==> src/rtl/sap_out_uart.sv <==
// SAP-1 output stage: captured bus bytes are queued in a small FIFO and
// shipped out as 8N1 UART frames on a single tx pin.
//
// state | meaning
// ------+---------------------------------------------------------------
// IDLE  | line high; pops the FIFO head into the shift register when count>0
// START | start bit (tx=0) for CLKS_PER_BIT cycles
// DATA  | eight data bits, LSB first, CLKS_PER_BIT cycles each
// STOP  | stop bit (tx=1) for CLKS_PER_BIT cycles, then back to IDLE
module sap_out_uart #(
    parameter int CLKS_PER_BIT = 16,
    parameter int FIFO_DEPTH   = 4,
    parameter int CNT_W        = 3
) (
    input  logic             clk,
    input  logic             rst,
    input  logic [7:0]       bus_in,
    input  logic             capture,
    input  logic             clear_ovf,
    output logic             tx,
    output logic             busy,
    output logic             fifo_full,
    output logic [CNT_W-1:0] fifo_count,
    output logic             overflow
);

    localparam int               PTR_W     = (FIFO_DEPTH > 1) ? $clog2(FIFO_DEPTH) : 1;
    localparam logic [15:0]      BAUD_LAST = 16'(CLKS_PER_BIT - 1);
    localparam logic [CNT_W-1:0] DEPTH_C   = CNT_W'(FIFO_DEPTH);

    typedef enum logic [1:0] {IDLE, START, DATA, STOP} state_t;

    state_t             state_q, state_d;
    logic [15:0]        baud_q, baud_d;
    logic [2:0]         bit_idx_q, bit_idx_d;
    logic [7:0]         shift_q, shift_d;
    logic               tx_q, tx_d;
    logic [PTR_W-1:0]   rd_ptr_q, rd_ptr_d;
    logic [PTR_W-1:0]   wr_ptr_q, wr_ptr_d;
    logic [CNT_W-1:0]   count_q, count_d;
    logic               overflow_q, overflow_d;
    logic [7:0]         mem_q [FIFO_DEPTH];

    logic pop;
    logic push;
    logic drop;
    logic baud_wrap;

    // A pop frees a slot on the same edge, so a full FIFO still accepts a push then.
    assign pop       = (state_q == IDLE) && (count_q != '0);
    assign push      = capture && ((count_q != DEPTH_C) || pop);
    assign drop      = capture && !push;
    assign baud_wrap = (baud_q == BAUD_LAST);

    always_comb begin
        rd_ptr_d   = pop  ? rd_ptr_q + PTR_W'(1) : rd_ptr_q;
        wr_ptr_d   = push ? wr_ptr_q + PTR_W'(1) : wr_ptr_q;
        count_d    = count_q;
        if (push && !pop) begin
            count_d = count_q + CNT_W'(1);
        end else if (pop && !push) begin
            count_d = count_q - CNT_W'(1);
        end
        overflow_d = overflow_q;
        if (drop) begin
            overflow_d = 1'b1;
        end else if (clear_ovf) begin
            overflow_d = 1'b0;
        end
    end

    always_ff @(posedge clk) begin
        if (push) begin
            mem_q[wr_ptr_q] <= bus_in;
        end
    end

    always_ff @(posedge clk or negedge rst) begin
        if (!rst) begin
            rd_ptr_q   <= '0;
            wr_ptr_q   <= '0;
            count_q    <= '0;
            overflow_q <= 1'b0;
        end else begin
            rd_ptr_q   <= rd_ptr_d;
            wr_ptr_q   <= wr_ptr_d;
            count_q    <= count_d;
            overflow_q <= overflow_d;
        end
    end

    always_ff @(posedge clk or negedge rst) begin
        if (!rst) begin
            state_q   <= IDLE;
            baud_q    <= '0;
            bit_idx_q <= '0;
            shift_q   <= '0;
            tx_q      <= 1'b1;
        end else begin
            state_q   <= state_d;
            baud_q    <= baud_d;
            bit_idx_q <= bit_idx_d;
            shift_q   <= shift_d;
            tx_q      <= tx_d;
        end
    end

    always_comb begin
        state_d   = state_q;
        baud_d    = baud_q;
        bit_idx_d = bit_idx_q;
        shift_d   = shift_q;
        unique case (state_q)
            IDLE: begin
                if (pop) begin
                    state_d = START;
                    baud_d  = '0;
                    shift_d = mem_q[rd_ptr_q];
                end
            end
            START: begin
                if (baud_wrap) begin
                    state_d   = DATA;
                    baud_d    = '0;
                    bit_idx_d = '0;
                end else begin
                    baud_d = baud_q + 16'd1;
                end
            end
            DATA: begin
                if (baud_wrap) begin
                    baud_d  = '0;
                    shift_d = {1'b0, shift_q[7:1]};
                    if (bit_idx_q == 3'd7) begin
                        state_d = STOP;
                    end else begin
                        bit_idx_d = bit_idx_q + 3'd1;
                    end
                end else begin
                    baud_d = baud_q + 16'd1;
                end
            end
            STOP: begin
                if (baud_wrap) begin
                    state_d = IDLE;
                    baud_d  = '0;
                end else begin
                    baud_d = baud_q + 16'd1;
                end
            end
            default: begin
                state_d = IDLE;
                baud_d  = '0;
            end
        endcase
    end

    // tx is derived from the next state so the registered pin lines up with the state.
    always_comb begin
        tx_d = 1'b1;
        unique case (state_d)
            START:   tx_d = 1'b0;
            DATA:    tx_d = shift_d[0];
            default: tx_d = 1'b1;
        endcase
    end

    assign tx         = tx_q;
    assign busy       = (state_q != IDLE) || (count_q != '0);
    assign fifo_full  = (count_q == DEPTH_C);
    assign fifo_count = count_q;
    assign overflow   = overflow_q;

endmodule

==> config.mk <==
export PLATFORM = sky130hd
export DESIGN_NAME = sap_out_uart
export DESIGN_NICKNAME = d
export VERILOG_FILES = /design/src/rtl/sap_out_uart.sv
export SDC_FILE = /design/constraint.sdc
export NUM_CORES = 1
export LEC_CHECK = 0
export CORE_MARGIN = 2
export CORE_UTILIZATION = 38
export CTS_CLUSTER_SIZE = 14
export DETAILED_ROUTE_END_ITERATION = 6
export PLACE_DENSITY_LB_ADDON = 0.1
export SYNTH_ARGS = -nofsm -noshare
export SYNTH_HDL_FRONTEND = slang
export SYNTH_SLANG_ARGS = --single-unit
==> constraint.sdc <==
create_clock -name clk -period 3.4 [get_ports clk]
set_input_delay 0.68 -clock clk [delete_from_list [all_inputs] [get_ports clk]]
set_output_delay 0.68 -clock clk [all_outputs]
set_load 0.01 [all_outputs]
==> run_results.csv <==
group,metric,value,unit
setup_path,ff2ff_path_depth,8,
detailed_routing,viasPerCell,5.10,
sta,setup_tns,0,ns
setup_path,cp-start-kind,"flip-flop",
floorplan,fp.dieW,96.1,um
clock_network,cts_resized,0,
sta,whs,0.451,ns
clock_network,htreeDepth,3,
min_path,hp-class,"input port to asynchronous set/reset pin",
clock_network,cts_tree,"built",
synthesis,yosysSeqAreaShare,0.593,
finish,layout_commonest_cell,"dfrtp_1",
clock_network,numClockSinks,70,
synthesis,synth-seq-cells,70,
pwr,p_sw_frac,0.261,
sta,fin_crit_sh,0.819,
synthesis,async_flop_share,0.543,
sta,maxSlewHeadroom,0.410,
placement,routabilityCongestion,0.706,
clock_network,cts_root_buf,"clkbuf_8",
sta,tightest_slew,0.885,ns
placement,numPortBuffers,18,
run_status,status,"complete, no violations",
sta,fmax,359,MHz
setup_path,worstPathCellList,"or3_1 -> nor3_1 -> inv_1 -> clkdlybuf4s50_1",
setup_path,r2r_setup_slack,0.96,ns
setup_path,endpoint_kind,"primary output",
floorplan,ioPinCount,19,
synthesis,syn-cell-area,3230,um2
detailed_routing,routedWlPerCell,15.2,um
finish,fillerInstances,763,
synthesis,synth_fp_nets,265,
setup_path,arrival,2.10,ns
grt,antenna_found_initial,0,
pwr,power.leakage,1.49,nW
setup_path,worstSetupPathType,"flip-flop to primary output",
clock_network,postCtsSetupBuffers,0,
sta,fin_skew,0.00844,ns
finish,syn_to_final_growth,14.3,%
finish,multi_input_area,1220,um2
pwr,switching_power,0.000525,W
synthesis,synth_warnings,0,
grt,grt_usage,0.142,
clock_network,cts_buffers,9,
pwr,p_per_area,546,nW/um2
clock_network,clk_pin_slew,0.08,ns
grt,grt_pass1_wl,9720,um
detailed_routing,drt_iter0_drc,63,
pwr,pwr-share-comb,0.151,
synthesis,syn_inst,244,
sta,hold_violations,0,
finish,fin_nets,286,
placement,dp_cells,359,
sta,slew_viol_final,0,
setup_path,critPathSlowestCell,"clkdlybuf4s50_1",
clock_network,clock_path_buffers,2,
floorplan,core-area,8220,um2
finish,layout_common_cells,"dfrtp_1, edfxtp_1, clkdlybuf4s50_1",
detailed_routing,first_pass_iters,4,
synthesis,synth.avg_cell_area,13.2,um2
pwr,seqPwrFrac,0.528,
finish,diodes,0,
grt,grt_pass1_vias,1948,
pwr,p_clk_frac,0.321,
setup_path,path_max_fanout,7,
detailed_routing,vias,1912,
grt,grt_overflow,0,
finish,final_cells,375,
sta,rsz0062_at_grt,"no",
setup_path,crit_buf_inv,2,
floorplan,dieArea,9240,um2
pwr,ir_drop,0.231,mV
setup_path,cp_slowest_stage_delay,0.51,ns
clock_network,cts_hold_buf,0,
synthesis,yosys.cell_types.count,50,
floorplan,die_h,96.1,um
finish,register_area,1910,um2
setup_path,r2r_end,"fifo_count[2]$_DFFE_PN0P_",
floorplan,start_util,0.393,
placement,hpwl,3830,um
finish,utilization,0.449,
sta,setup_violations,0,
setup_path,critPathRequiredTime,2.72,ns
setup_path,timing.rr.start,"state_q[0]$_DFF_PN0_",
setup_path,startpoint,"fifo_count[0]$_DFFE_PN0P_",
finish,drive_above_1_share,0.137,
pwr,p_int,0.00149,W
clock_network,insertion_delay,0.34,ns
run,maxCapViolCount,0,
detailed_routing,routed_wl,5700,um
placement,pre_cts_ws,0.779,ns
floorplan,rows,33,
detailed_routing,antenna_left,0,
detailed_routing,drc,0,
sta,setup_slack,0.616,ns
grt,grt_max_degree,39,
setup_path,crit_family,"buffers and inverters",
synthesis,synth_edf_count,32,
sta,fin_crit,2.78,ns
synthesis,ys.flop_type,"dfrtp_1",
-- flip-flops by register name, summed over array words and instances, names as in the netlist --
name and cells:
bit_idx_q 3, overflow 1, state_q 2, shift_q 8, baud_q 16, fifo_count 3
mem_q 32, wr_ptr_q 2, tx 1, rd_ptr_q 2
-- layer usage --
metal | part of all wire | GRT usage
met5 | 0 | 0
met4 | 0.016 | 0.0571
met3 | 0.031 | 0.0446
met2 | 0.45 | 0.212
met1 | 0.50 | 0.192
-- power by group through the flow --
stage          combinational (W)  clock, W  sequential, W
5_1_grt                 0.000346  0.000717        0.00107
6_report                0.000304  0.000647        0.00106
2_1_floorplan           0.000172         0        0.00108
3_5_place_dp            0.000311         0        0.00108
4_1_cts                 0.000312  0.000674        0.00106
3_3_place_gp            0.000311         0        0.00107
-- cell type report --
cell class | count | share of cell area
timing repair buffer | 20 | 0.0516
clock inverter | 7 | 0.0177
inverter | 11 | 0.0112
tap | 105 | 0.0356
clock buffer | 9 | 0.0336
multi-input combinational | 153 | 0.331
sequential | 70 | 0.519
-- through the flow --
stage / area (um2) / total power (W)
after floorplan: 3230 / 0.00125
after global placement: 3500 / 0.00139
after detailed placement: 3500 / 0.00139
after CTS: 3690 / 0.00205
after global routing: 3690 / 0.00214
final: 3690 / 0.00201
-- worst reg2reg max path, stage by stage (launching register included) --
cell and delay [ns]:
dfrtp_1 0.52, nor2_1 0.41, o21a_1 0.35, ha_1 0.24
inv_1 0.06, fa_1 0.38, xor2_1 0.15, nor2_1 0.11
xor2_1 0.15
-- cells by family (layout without fill, tap and decap cells) --
kind of cell / Yosys count / after routing / synth area share
compound gates: 52 / 52 / 0.112
xor+xnor: 10 / 10 / 0.0272
fa+ha+maj: 9 / 9 / 0.0372
buf+inv: 21 / 47 / 0.0283
flops: 70 / 70 / 0.593
mux: 14 / 14 / 0.0753
simple gates: 68 / 68 / 0.126
-- synthesized netlist by cell type (2+ instances only) --
cell / n / area [um2]
nor2b_1: 3 / 18.8
nor3b_1: 2 / 15.0
edfxtp_1: 32 / 961
or3_1: 2 / 12.5
mux4_2: 8 / 180
mux2i_1: 4 / 40.0
and2_1: 6 / 37.5
and3_1: 3 / 18.8
xor2_1: 3 / 26.3
dfrtp_1: 37 / 926
ha_1: 8 / 100
nand3_1: 6 / 30.0
clkbuf_1: 6 / 22.5
xnor2_1: 7 / 61.3
nand2_1: 16 / 60.1
o21ai_1: 3 / 15.0
nor3_1: 8 / 40.0
or4_4: 2 / 22.5
inv_1: 11 / 41.3
o21ai_0: 12 / 60.1
a22o_1: 15 / 131
a21o_1: 10 / 75.1
o31ai_1: 2 / 15.0
a31oi_1: 2 / 12.5
nor2_1: 5 / 18.8
a21oi_1: 4 / 20.0
nand4_1: 4 / 25.0
-- how the worst max path moves through the flow --
stage,endpoint,slack (ns),cells past startpoint
6_report,busy,0.62,4
5_1_grt,busy,0.46,4
4_1_cts,busy,0.55,4
3_5_place_dp,fifo_count[2]$_DFFE_PN0P_,0.78,8
3_3_place_gp,fifo_count[2]$_DFFE_PN0P_,0.84,8
2_1_floorplan,fifo_count[1]$_DFFE_PN0P_,1.24,7
(Power assumes the default switching activity.)
